[src/rtl/pwm_generator_bank_if.sv]
// Register-map and pin bundle between the SPI register file side and the PWM bank.
// The master side owns the configuration registers and observes the pins; the slave is the bank.
interface pwm_generator_bank_if;
    logic [7:0] reg_en_out;
    logic [7:0] reg_en_pwm_out;
    logic [7:0] reg_out_3_0_pwm_chanel;
    logic [7:0] reg_out_7_4_pwm_chanel;
    logic [7:0] reg_pwm_gen_0_duty_cycle;
    logic [7:0] reg_pwm_gen_1_duty_cycle;
    logic [7:0] reg_pwm_gen_2_duty_cycle;
    logic [7:0] reg_pwm_gen_3_duty_cycle;
    logic [7:0] reg_pwm_gen_1_0_frequency_divider;
    logic [7:0] reg_pwm_gen_3_2_frequency_divider;
    logic [7:0] pwm_out;
    logic [3:0] period_start;

    modport master (
        output reg_en_out, reg_en_pwm_out, reg_out_3_0_pwm_chanel, reg_out_7_4_pwm_chanel,
        output reg_pwm_gen_0_duty_cycle, reg_pwm_gen_1_duty_cycle,
        output reg_pwm_gen_2_duty_cycle, reg_pwm_gen_3_duty_cycle,
        output reg_pwm_gen_1_0_frequency_divider, reg_pwm_gen_3_2_frequency_divider,
        input  pwm_out, period_start
    );

    modport slave (
        input  reg_en_out, reg_en_pwm_out, reg_out_3_0_pwm_chanel, reg_out_7_4_pwm_chanel,
        input  reg_pwm_gen_0_duty_cycle, reg_pwm_gen_1_duty_cycle,
        input  reg_pwm_gen_2_duty_cycle, reg_pwm_gen_3_duty_cycle,
        input  reg_pwm_gen_1_0_frequency_divider, reg_pwm_gen_3_2_frequency_divider,
        output pwm_out, period_start
    );
endinterface

[src/rtl/pwm_generator_bank.sv]
// Four prescaled 8-bit PWM generators with period-boundary shadowing of duty/divider,
// and a registered per-pin mux choosing low, static high, or one of the generators.
module pwm_generator_bank (
    input  logic                  clk,
    input  logic                  rst_n,
    pwm_generator_bank_if.slave   bus
);

    logic [3:0] presc_r    [4];
    logic [7:0] cnt_r      [4];
    logic [7:0] duty_sh_r  [4];
    logic [3:0] div_sh_r   [4];
    logic       load_pending_r;
    logic [7:0] pwm_out_r;
    logic [3:0] period_start_r;

    logic [7:0] duty_in_s  [4];
    logic [3:0] div_in_s   [4];
    logic [1:0] sel_s      [8];
    logic [3:0] tick_s;
    logic [3:0] wrap_s;
    logic [3:0] gen_s;
    logic [7:0] pin_s;

    // Unpack the register map, derive per-generator tick/wrap/level and the next pin values.
    always_comb begin
        duty_in_s[0] = bus.reg_pwm_gen_0_duty_cycle;
        duty_in_s[1] = bus.reg_pwm_gen_1_duty_cycle;
        duty_in_s[2] = bus.reg_pwm_gen_2_duty_cycle;
        duty_in_s[3] = bus.reg_pwm_gen_3_duty_cycle;
        div_in_s[0]  = bus.reg_pwm_gen_1_0_frequency_divider[3:0];
        div_in_s[1]  = bus.reg_pwm_gen_1_0_frequency_divider[7:4];
        div_in_s[2]  = bus.reg_pwm_gen_3_2_frequency_divider[3:0];
        div_in_s[3]  = bus.reg_pwm_gen_3_2_frequency_divider[7:4];
        tick_s = 4'h0;
        wrap_s = 4'h0;
        gen_s  = 4'h0;
        pin_s  = 8'h00;
        for (int n = 0; n < 4; n++) begin
            tick_s[n] = (presc_r[n] == div_sh_r[n]);
            wrap_s[n] = tick_s[n] && (cnt_r[n] == 8'd254);
            gen_s[n]  = (cnt_r[n] < duty_sh_r[n]);
        end
        for (int i = 0; i < 4; i++) begin
            sel_s[i]     = bus.reg_out_3_0_pwm_chanel[2*i +: 2];
            sel_s[i + 4] = bus.reg_out_7_4_pwm_chanel[2*i +: 2];
        end
        for (int i = 0; i < 8; i++) begin
            if (!bus.reg_en_out[i]) begin
                pin_s[i] = 1'b0;
            end else if (!bus.reg_en_pwm_out[i]) begin
                pin_s[i] = 1'b1;
            end else begin
                pin_s[i] = gen_s[sel_s[i]];
            end
        end
    end

    // Generator state, shadow registers and registered outputs.
    always_ff @(posedge clk) begin
        if (!rst_n) begin
            for (int n = 0; n < 4; n++) begin
                presc_r[n]   <= 4'd0;
                cnt_r[n]     <= 8'd0;
                duty_sh_r[n] <= 8'd0;
                div_sh_r[n]  <= 4'd0;
            end
            load_pending_r <= 1'b1;
            pwm_out_r      <= 8'h00;
            period_start_r <= 4'h0;
        end else if (load_pending_r) begin
            // First cycle out of reset: pick up the live settings and start every period together.
            for (int n = 0; n < 4; n++) begin
                presc_r[n]   <= 4'd0;
                cnt_r[n]     <= 8'd0;
                duty_sh_r[n] <= duty_in_s[n];
                div_sh_r[n]  <= div_in_s[n];
            end
            load_pending_r <= 1'b0;
            pwm_out_r      <= pin_s;
            period_start_r <= 4'hF;
        end else begin
            for (int n = 0; n < 4; n++) begin
                if (wrap_s[n]) begin
                    presc_r[n]   <= 4'd0;
                    cnt_r[n]     <= 8'd0;
                    duty_sh_r[n] <= duty_in_s[n];
                    div_sh_r[n]  <= div_in_s[n];
                end else if (tick_s[n]) begin
                    presc_r[n]   <= 4'd0;
                    cnt_r[n]     <= cnt_r[n] + 8'd1;
                end else begin
                    presc_r[n]   <= presc_r[n] + 4'd1;
                end
            end
            load_pending_r <= 1'b0;
            pwm_out_r      <= pin_s;
            period_start_r <= wrap_s;
        end
    end

    assign bus.pwm_out      = pwm_out_r;
    assign bus.period_start = period_start_r;

endmodule

[src/flat_wrapper.sv]
// flat-port wrapper written by rule: the top's interface ports become plain ports
module pwm_generator_bank_flat 
  (clk, rst_n, bus_reg_en_out, bus_reg_en_pwm_out, bus_reg_out_3_0_pwm_chanel, bus_reg_out_7_4_pwm_chanel, bus_reg_pwm_gen_0_duty_cycle, bus_reg_pwm_gen_1_duty_cycle, bus_reg_pwm_gen_2_duty_cycle, bus_reg_pwm_gen_3_duty_cycle, bus_reg_pwm_gen_1_0_frequency_divider, bus_reg_pwm_gen_3_2_frequency_divider, bus_pwm_out, bus_period_start);
  pwm_generator_bank_if bus_i ();
  input  logic clk;
  input  logic rst_n;
  input wire logic [$bits(bus_i.reg_en_out)-1:0] bus_reg_en_out;
  input wire logic [$bits(bus_i.reg_en_pwm_out)-1:0] bus_reg_en_pwm_out;
  input wire logic [$bits(bus_i.reg_out_3_0_pwm_chanel)-1:0] bus_reg_out_3_0_pwm_chanel;
  input wire logic [$bits(bus_i.reg_out_7_4_pwm_chanel)-1:0] bus_reg_out_7_4_pwm_chanel;
  input wire logic [$bits(bus_i.reg_pwm_gen_0_duty_cycle)-1:0] bus_reg_pwm_gen_0_duty_cycle;
  input wire logic [$bits(bus_i.reg_pwm_gen_1_duty_cycle)-1:0] bus_reg_pwm_gen_1_duty_cycle;
  input wire logic [$bits(bus_i.reg_pwm_gen_2_duty_cycle)-1:0] bus_reg_pwm_gen_2_duty_cycle;
  input wire logic [$bits(bus_i.reg_pwm_gen_3_duty_cycle)-1:0] bus_reg_pwm_gen_3_duty_cycle;
  input wire logic [$bits(bus_i.reg_pwm_gen_1_0_frequency_divider)-1:0] bus_reg_pwm_gen_1_0_frequency_divider;
  input wire logic [$bits(bus_i.reg_pwm_gen_3_2_frequency_divider)-1:0] bus_reg_pwm_gen_3_2_frequency_divider;
  output wire logic [$bits(bus_i.pwm_out)-1:0] bus_pwm_out;
  output wire logic [$bits(bus_i.period_start)-1:0] bus_period_start;
  assign bus_i.reg_en_out = bus_reg_en_out;
  assign bus_i.reg_en_pwm_out = bus_reg_en_pwm_out;
  assign bus_i.reg_out_3_0_pwm_chanel = bus_reg_out_3_0_pwm_chanel;
  assign bus_i.reg_out_7_4_pwm_chanel = bus_reg_out_7_4_pwm_chanel;
  assign bus_i.reg_pwm_gen_0_duty_cycle = bus_reg_pwm_gen_0_duty_cycle;
  assign bus_i.reg_pwm_gen_1_duty_cycle = bus_reg_pwm_gen_1_duty_cycle;
  assign bus_i.reg_pwm_gen_2_duty_cycle = bus_reg_pwm_gen_2_duty_cycle;
  assign bus_i.reg_pwm_gen_3_duty_cycle = bus_reg_pwm_gen_3_duty_cycle;
  assign bus_i.reg_pwm_gen_1_0_frequency_divider = bus_reg_pwm_gen_1_0_frequency_divider;
  assign bus_i.reg_pwm_gen_3_2_frequency_divider = bus_reg_pwm_gen_3_2_frequency_divider;
  assign bus_pwm_out = bus_i.pwm_out;
  assign bus_period_start = bus_i.period_start;
  pwm_generator_bank u_core (.clk(clk), .rst_n(rst_n), .bus(bus_i));
endmodule
[config.mk]
export PLATFORM = sky130hd
export DESIGN_NAME = pwm_generator_bank_flat
export DESIGN_NICKNAME = d
export VERILOG_FILES = /design/src/rtl/pwm_generator_bank_if.sv /design/src/rtl/pwm_generator_bank.sv /design/src/flat_wrapper.sv
export SDC_FILE = /design/constraint.sdc
export NUM_CORES = 1
export LEC_CHECK = 0
export CORE_MARGIN = 10
export CORE_UTILIZATION = 45
export DETAILED_ROUTE_END_ITERATION = 8
export PLACE_DENSITY = 0.69
export SYNTH_ARGS = -nofsm -noshare
export SYNTH_HDL_FRONTEND = slang
export SYNTH_SLANG_ARGS = --single-unit
[constraint.sdc]
create_clock -name clk -period 5.1 [get_ports clk]
set_input_delay 1.02 -clock clk [delete_from_list [all_inputs] [get_ports clk]]
set_output_delay 1.02 -clock clk [all_outputs]
set_load 0.03 [all_outputs]
==> summary by stage, run 1 <==
STA
The transition time at the pin with the least slew margin is 0.939 ns. The minimum period implied by the final worst setup slack is between 3 and 4 ns. The summed negative setup slack over all endpoints is 0 ns. The setup skew after layout is 0.0125 ns. The final-report setup violation count is 0.

The count of pins over their slew limit is 0. Setup repair after global routing left no endpoint under its margin. The hold violation count in the final report is 0. The highest attainable clock frequency is between 300 and 400 MHz. The headroom to the max-slew limit is 36.6%. Setup slack on the critical path of the routed design comes to 1.81 ns. The share of the clock period used by the worst path is about 64%.

Detailed routing
The post-detailed-routing wire length is between 10000 and 15000 um. The detail route stage leaves a number of antenna-violating nets equal to 0. For this run, design rule violations remaining after detail routing come to 0. The number of vias in the routed layout is 4119. The first TritonRoute pass finished after 5 iterations.

The via-per-instance ratio is slightly above 5. In the final routed layout, each cell accounts on average for 14.9 um. For this block, the initial DRC count from the detailed router was 293.

Finish
Once layout is complete, the cells apart from fillers number 805. After the last flow step, the layout net total stands at 750. The layout overhead on the synthesized area is 25.4%.

The share of cells above drive strength 1 is approximately 4%. The combined area of the multi-input logic cells is roughly 2600 sq um. The filler cells instantiated in the layout total 1059. The flip-flop and latch area is 3020 sq um. 0 antenna diodes ended up in the layout.

Placement
The count of buffers added on input and output ports is 93. Routability-driven placement finished with a final weighted congestion of 0.816. After legalization and detailed placement, the total HPWL measured 9110 um. The setup slack at placement is roughly 1.4 ns. Including well taps, the total number of placed cells is 789.

Clock network
For the worst-skew pair, the clock arrives at the later sink with an insertion delay of approximately 0.36 ns. The number of buffers added by the clock tree synthesis step is 9. The clock passes through at most 2 buffers. The cts-stage hold buffer count is 0. The clock tree from TritonCTS is done.

The clock edge transition at the registers on the reported setup and hold paths is 0.07 ns. In this run the number of H-tree levels came out at 3. The tree is rooted in a sky130_fd_sc_hd__clkbuf_16. The tree built by TritonCTS fans out to about 110 sinks. The post-CTS repair timing setup buffer count is 0. Post-CTS repair changed the size of 0 cells.

Min path
The class of the worst hold path is register to register.

Pwr
In this run the power density over the cells is between 200 and 300 nW/um^2. After layout, the design draws a total of 0.00207 W. The combinational share of power is 14.3%. Sequential cells burn 51.1% of the power. The proportion of total power due to net switching is between 20% and 30%. For this design the static power due to leakage is 2.88 nW.

VDD sags by at most 0.000147 V. The switching power summed over all nets is 0.000502 W. The internal portion of the total power is 0.00157 W.

The power share of the clock group is 34.7%.

Logic synthesis
The count of flip-flops with a built-in enable after synthesis is 84. The per-instance average area after synthesis is 11.0 sq um. The post-synthesis async set-or-reset flop share is 0%. After synthesis, the netlist uses 50 different library cells. After synthesis, the largest area contributor takes up ~44% of total cell area. For this run, the number of Yosys warnings is 0. The synthesized flop and latch total is 109.

The gate count of the mapped netlist is between 500 and 600. The synthesized design spends more area on one cell type than any other, namely sky130_fd_sc_hd__edfxtp_1. The combined area of all synthesized cells is 5740 sq um. The proportion of synthesized chip area in sequential cells is 52.7%. Ranked by total cell area, the synthesized netlist is headed by sky130_fd_sc_hd__edfxtp_1, sky130_fd_sc_hd__dfxtp_1, sky130_fd_sc_hd__ha_1. The leading register cell type out of synthesis is sky130_fd_sc_hd__edfxtp_1.

Setup path
The signal on the critical path passes through clkdlybuf4s50_1, inv_1, nor2_1, nand2b_1, and2_1. The worst-path cell with the longest stage delay is sky130_fd_sc_hd__clkdlybuf4s50_1. STA classifies the critical path endpoint as a register. The worst endpoint data arrival time is roughly 3.3 ns.

STA classifies the critical path startpoint as a primary input. For this run, the slowest stage of the critical path takes 0.80 ns. At the worst endpoint, the required time is 5.10 ns. The worst setup path is of the primary input to register kind. The top fanout value on the critical path is 22. The slack of the worst reg-to-reg path is 2.57 ns.

Floorplan
The placement row count is 41. The initial core utilization is 45.7%. In this run the count of I/O pins placed on the die edge is 94.

The floorplan step defined a core boundary enclosing about 13000 sq um. In this run the vertical extent of the chip is 133 um. The die is 133 um wide. The die covers around 18000 sq um.

Global routing
For this run, the total global-route usage over all layers was measured as 13.5%. The first global-routing pass estimated just under 20000 um of wire. The via count of the first global-routing pass is 4116.

Entering global routing, the biggest net connects 25 pins. The number of antenna violations at the first check in global routing is 0. The total overflow left after global routing is 0.

Run status
The flow ran to the end, and the final reports show no timing, DRC or antenna violations.

Flow run
Across the run, the number of max-cap violations was 0.
-- stage by stage --
step / utilization, % / area (sq um) / hold slack, ns
floorplan: - / 5780 / 0.440
global placement: 54.8 / 6890 / 0.457
detailed placement: 54.8 / 6890 / 0.467
CTS: 57.3 / 7200 / 0.482
global route: 57.3 / 7200 / 0.497
finish: 57.3 / 7200 / 0.477
-- layout make-up --
class / count / share of cell area, %
clock inverters: 3 / 0.608
inverters: 38 / 1.98
multi-input cells: 376 / 35.8
well taps: 172 / 2.99
clock buffers: 13 / 3.62
repair buffers: 94 / 13.0
flip-flops and latches: 109 / 42.0
-- critical path: cells and delay by family --
kind,cells,cell delay [ns]
AND/OR/NAND/NOR,3,1.06
buffers and inverters,2,1.19
-- per-layer routing --
layer / GRT usage, % / wire, um / up-vias
met5: 0 / 0 / -
met4: 5.56 / 149 / 0
met3: 2.46 / 435 / 15
met2: 24.1 / 6310 / 73
met1: 15.6 / 5120 / 1956
li1: - / - / 2075
-- sequential cells by signal, indices dropped and copies added (netlist names) --
register / count
u_core.load_pending_r: 1
u_core.div_sh_r: 16
u_core.presc_r: 16
u_core.cnt_r: 32
u_core.duty_sh_r: 32
u_core.bus.pwm_out: 8
u_core.bus.period_start: 4
-- power by group through the flow --
stage	clock (W)	sequential (W)	combinational (W)
finish	0.000719	0.00106	0.000296
global route	0.000763	0.00107	0.000330
CTS	0.000732	0.00106	0.000299
detailed placement	0	0.00108	0.000296
global placement	0	0.00108	0.000286
floorplan	0	0.00108	0.000160
-- synth_stat cells, types with 3 or more instances --
master,count
sky130_fd_sc_hd__and3_1,20
sky130_fd_sc_hd__edfxtp_1,84
sky130_fd_sc_hd__a211oi_1,4
sky130_fd_sc_hd__a31oi_1,4
sky130_fd_sc_hd__nand2_1,26
sky130_fd_sc_hd__xnor2_1,9
sky130_fd_sc_hd__o22ai_1,8
sky130_fd_sc_hd__nand2b_1,7
sky130_fd_sc_hd__nor4b_1,7
sky130_fd_sc_hd__dfxtp_1,25
sky130_fd_sc_hd__inv_1,38
sky130_fd_sc_hd__ha_1,40
sky130_fd_sc_hd__o311ai_0,7
sky130_fd_sc_hd__a21oi_1,11
sky130_fd_sc_hd__nand3_1,32
sky130_fd_sc_hd__nor2b_1,3
sky130_fd_sc_hd__and2_1,37
sky130_fd_sc_hd__buf_2,5
sky130_fd_sc_hd__nor2_1,57
sky130_fd_sc_hd__nor3_1,8
sky130_fd_sc_hd__xor2_1,33
sky130_fd_sc_hd__nand4_1,4
sky130_fd_sc_hd__o21ai_0,7
sky130_fd_sc_hd__nand3b_1,10
-- logic make-up after synthesis --
group | after synthesis | synth area share, %
compound gates | 58 | 7.24
xor+xnor | 42 | 6.41
fa+ha+maj | 40 | 8.72
buf+inv | 46 | 3.18
flops | 109 | 52.7
mux | 2 | 0.371
other cells | 1 | 0.0654
simple gates | 222 | 21.3
-- path summary, 6_finish.rpt --
check / to / cells past startpoint / start
setup / recovery: u_core.duty_sh_r[2][0] / 5 / rst_n
hold / removal: u_core.presc_r[0][0] / 1 / u_core.presc_r[0][0]
setup reg to reg: u_core.duty_sh_r[2][0] / 4 / u_core.presc_r[2][0]
hold reg to reg: u_core.presc_r[0][0] / 1 / u_core.presc_r[0][0]
-- layout by cell type, fill, tap and decap left out, types with 10 or more instances in the layout --
cell type,instances
sky130_fd_sc_hd__nor2_1,57
sky130_fd_sc_hd__dfxtp_1,25
sky130_fd_sc_hd__and2_1,37
sky130_fd_sc_hd__edfxtp_1,84
sky130_fd_sc_hd__conb_1,12
sky130_fd_sc_hd__nand3b_1,10
sky130_fd_sc_hd__inv_1,38
sky130_fd_sc_hd__a21oi_1,11
sky130_fd_sc_hd__nand2_1,26
sky130_fd_sc_hd__ha_1,40
sky130_fd_sc_hd__clkdlybuf4s50_1,93
sky130_fd_sc_hd__xor2_1,33
sky130_fd_sc_hd__nand3_1,32
sky130_fd_sc_hd__and3_1,20
No activity file was read; power rests on OpenSTA's default activity.
==> run 2, diff against run 1 <==
clock period = 3.1 ns   (was 5.1 ns; I/O delays follow)
==> summary by stage, run 2 (same netlist as run 1, synthesis figures left out) <==
Flow run
The number of violations of the max-capacitance limit is 0.

Min path
The class of the worst hold path is register to register. The worst hold path begins at u_core.presc_r[0][0].

Floorplan
Pin placement for this block handled 94 I/O pins. The overall die height is 133 um. From left edge to right edge, the die measures 133 um. The die covers 17700 sq um.

After floorplanning, the core was divided into between 40 and 50 placement rows. The area of the placeable core is 12600 sq um. The initial utilization of the core area, before any placement, comes to 45.7%.

STA
The count of pins over their slew limit came to 0. The minimum period implied by the final worst setup slack is 2.32 ns. The highest attainable clock frequency is 431 MHz. Setup violations remaining at the end of the flow were counted as 0. Setup repair after global routing left no endpoint under its margin.

For the final routed database, the setup TNS stands at 0 ns. On the final layout, the worst clock skew is 0.00828 ns. Measured against its own limit, the worst slew margin works out to 50.7%. The hold violation count in the final report is 0. After layout, the worst path uses between 70 and 80% of the clock period. At the pin with the least slew margin, the transition time is 0.734 ns.

Detailed routing
The detailed router finished its first iteration with roughly 300 violations. The first detailed-routing pass took 4 iterations. After detailed routing, the number of remaining DRC violations is 0.

The remaining antenna violation count after routing is 0. The via-per-instance ratio is between 5 and 6. The post-detailed-routing wire length is 12300 um. Dividing the detail-routed wire length by the instance count gives 15.2 um. The number of vias in the routed layout is 4157.

Placement
The congestion estimate from routability-driven global placement came to 0.820. The HPWL after detailed placement is between 9000 and 10000 um. The quantity of I/O buffers inserted on ports is 93.

Global routing
The via count of the first global-routing pass was 4175. The number of antenna violations at the first check in global routing is 0. The maximum number of pins on one net before global-route repair is 25. The first global-routing pass estimated 20300 um of wire.

For this run the aggregate overflow at the end of global routing stands at 0. Global routing used ~14% of the available tracks.

Clock network
The H-tree depth is 3. The number of buffers added by the clock tree synthesis step is 9. The cts-stage hold buffer count is 0. The maximum count of clock buffers along a single path is 2.

After clock tree synthesis, the clock-pin slew on the worst setup and hold paths is 0.07 ns. The root buffer selected by CTS is sky130_fd_sc_hd__clkbuf_16. For the worst-skew pair, the clock arrives at the later sink with an insertion delay of around 0.36 ns. Once the clock tree was built, the setup fixing pass inserted 0 buffers.

The clock net in this run drives a total of 109 sinks. TritonCTS built the clock tree. The count of cells resized by post-cts repair is 0.

Pwr
For this design the static power due to leakage is 2.89 nW. The largest voltage drop on the vdd net is 0.000260 V. Combinational logic burns 14.6% of the power. Of the total power, registers draw 52.2%. For this design the ratio of total power to cell area is around 460 nW/um^2. Net switching is 24.8% of the power.

The internal power consumption is 0.00251 W. Per report_power, the clock group accounts for 33.2% of the total. The analysis attributes to net switching a power of approximately 0.00083 W.

Setup path
The delay contributed by the slowest stage of the critical path is 0.49 ns. The worst-path cell with the longest stage delay is sky130_fd_sc_hd__nor4_2. The launching element type of the critical path is a register. The category of the critical setup timing path is register to register.

The buffers plus inverters on the worst setup path is 1. The launching point of the worst reg2reg path is u_core.presc_r[2][0]. The launching element of the worst setup path is u_core.presc_r[2][0]. In this design, the largest share of critical-path delay is due to simple AND/OR/NAND/NOR gates. Of all nets on the critical path, the largest fanout is 13. The worst setup path is captured at a register. The worst endpoint data arrival time is roughly 2.3 ns.

The signal on the critical path passes through xor2_1, nor4_2, nand2b_1, buf_4, and2_1. At the worst endpoint, the required time is 3.09 ns.

Finish
The most frequent standard cell in the layout excluding fill and tap cells is sky130_fd_sc_hd__clkdlybuf4s50_1. At the end of the flow, the number of nets in the layout was 753. The layout overhead on the synthesized area is 25.4%. In the layout the commonest cells are sky130_fd_sc_hd__clkdlybuf4s50_1, sky130_fd_sc_hd__edfxtp_1, sky130_fd_sc_hd__nor2_1, sky130_fd_sc_hd__ha_1, sky130_fd_sc_hd__inv_1. Of the cells placed in the final design, the portion with a size suffix greater than 1 is 4.72%. The repair_antennas step left the layout with diodes totalling 0. Cells fill 57.3% of the core in the end. The largest registers in the layout are u_core.cnt_r x32, u_core.duty_sh_r x32.

Run status
The run finished with clean final reports.
[run 2: final cells by class]
type / instances / area [sq um]
clock buffer: 12 / 260
clock inverter: 4 / 21.3
fill: 1075 / 5370
inverter: 38 / 143
multi-input combinational: 376 / 2570
sequential: 109 / 3020
tap: 172 / 215
timing repair buffer: 97 / 961
[run 2: power groups by stage]
stage               clock network [W]  registers (W)  logic (W)
floorplan                           0        0.00178   0.000264
global placement                    0        0.00177   0.000473
detailed placement                  0        0.00178   0.000492
CTS                           0.00114        0.00174   0.000495
global route                  0.00118        0.00176   0.000544
finish                        0.00111        0.00174   0.000488
[run 2: layer usage]
layer | up-vias | track usage [%] | wire (um)
li1 | 2082 | - | -
met1 | 1974 | 16.2 | 5080
met2 | 88 | 24.8 | 6530
met3 | 13 | 2.65 | 440
met4 | 0 | 5.68 | 218
met5 | - | 0 | 0
[run 2: final timing paths]
check             cells after the start  slack (ns)                    end
setup / recovery                      5        0.78  u_core.div_sh_r[2][0]
hold / removal                        1        0.48   u_core.presc_r[0][0]
setup reg to reg                      5        0.78  u_core.div_sh_r[2][0]
hold reg to reg                       1        0.48   u_core.presc_r[0][0]
[run 2: metrics by stage]
stage | area, sq um | power [W] | hold WS (ns) | std cells | setup WS [ns]
after floorplan | 5780 | 0.00204 | 0.440 | 531 | 0.933
after global placement | 6920 | 0.00225 | 0.459 | 792 | 0.632
after detailed placement | 6920 | 0.00227 | 0.481 | 792 | 0.553
after CTS | 7200 | 0.00338 | 0.498 | 808 | 0.732
after global routing | 7200 | 0.00348 | 0.527 | 808 | 0.626
final | 7200 | 0.00334 | 0.481 | 808 | 0.782
==> run 3, diff against run 2 <==
PLACE_DENSITY = 0.72   (was 0.69)
clock period = 2.11 ns   (was 3.1 ns; I/O delays follow)
==> summary by stage, run 3 (same netlist as run 1, synthesis figures left out) <==
STA
After layout, the worst path uses 95.5% of the clock period. Clock skew on the completed layout was measured at 0.00826 ns. The count of pins over their slew limit came to 0.

For the final routed database, the setup TNS stands at 0 ns. The hold violation count in the final report is 0. For the finished layout, the period the worst path requires is around 2.0 ns. The highest attainable clock frequency is 496 MHz. Setup violations remaining at the end of the flow were counted as 0.

Setup repair after global routing could not meet its margin everywhere. The headroom to the max-slew limit is 64.7%. The transition time at the pin with the least slew margin is around 0.53 ns.

Min path
In this run the most critical hold path is launched from u_core.presc_r[0][0]. The worst hold path terminates at u_core.presc_r[0][0]. Counting instances, the worst hold path has a depth of 1. The tightest min-delay check is of the register to register type.

Setup path
The worst-path cell with the longest stage delay is sky130_fd_sc_hd__edfxtp_1. The critical path goes through xor2_1, nor4_2, buf_4, a221oi_2, nand2_2, and3_1. The worst setup path is captured at a register. The top fanout value on the critical path is 12.

Data on the critical path is required at its endpoint by 2.21 ns. The launching element type of the critical path is a register. The startpoint identified for the worst register-to-register timing path is u_core.presc_r[2][0].

The delay contributed by the slowest stage of the critical path is 0.45 ns. The endpoint identified for the worst register-to-register timing path is u_core.duty_sh_r[0][2]. For the worst flop-to-flop path, the logic depth is 6. The worst endpoint data arrival time is 2.12 ns. The slack of the worst reg-to-reg path is 0.09 ns. The category of the critical setup timing path is register to register.

Flow run
Max-cap violations in this run came to 0.

Global routing
The via count of the first global-routing pass was 4406. The first global-routing pass estimated approximately 21000 um of wire. The maximum number of pins on one net before global-route repair is 25. The remaining global-route overflow is 0. The number of antenna violations at the first check in global routing is 0. Global routing used roughly 15% of the available tracks across all layers.

Placement
The quantity of I/O buffers inserted on ports is 93. The HPWL after detailed placement is 9820 um. The final weighted congestion in routability-driven placement is 0.802. The total cell area at the placement stage is 7090 sq um.

Detailed routing
The length of routed wiring on met1 is approximately 5400 um. Summing over every cut layer, the via total after detailed routing is 4293. The topmost layer with routed signal wires is met4.

The number of design rule violations left after detail routing is 0. In the detailed route, the total length drawn on met3 is 626 um. Dividing the detail-routed wire length by the instance count gives 15.2 um. Summed over all nets, wire length on met2 after detailed routing comes to 6460 um. For this block, the initial DRC count from the detailed router was 260. The via-per-instance ratio is 5.16. The pre-antenna-repair detailed-routing pass consisted of 4 iterations. The post-detailed-routing wire length is 12700 um.

The remaining antenna violation count after routing is 0.

Clock network
The root buffer selected by CTS is sky130_fd_sc_hd__clkbuf_16. The insertion delay to the later sink of the worst-skew pair is 0.35 ns. The clock edge transition at the registers on the reported setup and hold paths is about 0.06 ns. TritonCTS built the clock tree. Clock tree synthesis inserted a total of 9 buffers.

Clock tree synthesis found a total of between 100 and 150 sinks. The cts-stage hold buffer count is 0. The clock tree synthesis step divided the H-tree into 3 levels. The longest clock path from root to sink contains 2 buffers.

Floorplan
The initialized floorplan defines 41 standard-cell rows. The die is 133 um tall. The die width is 133 um.

The die area is 17700 sq um. The area of the placeable core is 12600 sq um. 94 I/O pins were placed. The initial utilization of the core area, before any placement, comes to roughly 46%.

Pwr
VDD sags by at most between 0.0004 and 0.0005 V. Sequential cells account for between 50% and 60% of the total power. The combinational share of power is 16.2%. The internal power consumption is 0.00379 W. In this run the power spent charging and discharging nets is 0.00122 W. Net switching is around a quarter of the power.

The power share of the clock group is 32.7%. The total power divided by cell area is 675 nW/um^2. The analysis attributes to cell leakage a power of between 3 and 4 nW.

Finish
The number of diodes is 0. Compared with the post-synthesis result, the final layout area differs by 29.2%. In the final design database the tool counted ~800 nets. In the layout the commonest cells are sky130_fd_sc_hd__clkdlybuf4s50_1, sky130_fd_sc_hd__edfxtp_1, sky130_fd_sc_hd__nor2_1, sky130_fd_sc_hd__ha_1, sky130_fd_sc_hd__inv_1.

The finished cells cover 7420 sq um. Of the cells placed in the final design, the portion with a size suffix greater than 1 is 8.33%. The library cell used most frequently in the layout, excluding fill and tap cells, is sky130_fd_sc_hd__clkdlybuf4s50_1. The largest registers in the layout are u_core.cnt_r x32, u_core.duty_sh_r x32.

Run status
The run finished with clean final reports.
-- run 3: worst max-delay path, delay by kind of cell (launching register included) --
family          cells  cell delay (ns)
simple gates        3             0.58
flops               1             0.45
compound gates      1             0.37
xor+xnor            1             0.23
buf+inv             1             0.15
-- run 3: worst max-delay path by stage --
stage / slack, ns / depth (start not counted) / from / endpoint
after global placement: 0.07 / 5 / rst_n / u_core.duty_sh_r[2][2]
final: 0.09 / 6 / u_core.presc_r[2][0] / u_core.duty_sh_r[0][2]
after floorplan: 0.06 / 4 / u_core.presc_r[2][0] / u_core.div_sh_r[2][0]
after CTS: 0.06 / 7 / u_core.cnt_r[3][2] / u_core.bus.pwm_out[6]
after detailed placement: -0.02 / 5 / u_core.presc_r[1][0] / u_core.duty_sh_r[1][4]
after global routing: -0.03 / 6 / u_core.presc_r[2][0] / u_core.duty_sh_r[0][4]
-- run 3: layout make-up --
type / count / area (sq um)
timing repair buffer: 121 / 1150
sequential: 109 / 3020
fill: 1055 / 5150
multi-input combinational: 376 / 2600
clock buffer: 11 / 233
clock inverter: 5 / 51.3
tap: 172 / 215
inverter: 38 / 143
-- run 3: per-stage QoR --
step | hold slack (ns) | power [W] | utilization [%] | setup slack [ns] | std cells
2_1_floorplan | 0.440 | 0.00300 | - | 0.0562 | 531
3_3_place_gp | 0.456 | 0.00337 | 56.4 | 0.0735 | 814
3_5_place_dp | 0.477 | 0.00340 | 56.4 | -0.0232 | 814
4_1_cts | 0.496 | 0.00506 | 58.8 | 0.0563 | 830
5_1_grt | 0.519 | 0.00525 | 59.0 | -0.0253 | 832
6_report | 0.498 | 0.00501 | 59.0 | 0.0941 | 832
-- run 3: per-layer routing --
metal / vias to the layer above / track usage [%]
met5: - / 0
met4: 0 / 4.46
met3: 15 / 4.09
met2: 98 / 25.5
met1: 2051 / 17.0
li1: 2129 / -
-- run 3: power groups by stage --
stage / clock network [W] / logic (W) / registers, W
after floorplan: 0 / 0.000388 / 0.00261
after global placement: 0 / 0.000769 / 0.00260
after detailed placement: 0 / 0.000795 / 0.00260
after CTS: 0.00170 / 0.000801 / 0.00256
after global routing: 0.00178 / 0.000899 / 0.00257
final: 0.00164 / 0.000812 / 0.00256
-- run 3: timing repair --
| action | 4_1_cts | 5_1_grt |
|---|---|---|
| endpoints found under the setup margin | 24 | 63 |
| hold endpoints to repair | 0 | 0 |
| resized for setup | 2 | 4 |
| setup buffers | 0 | 2 |
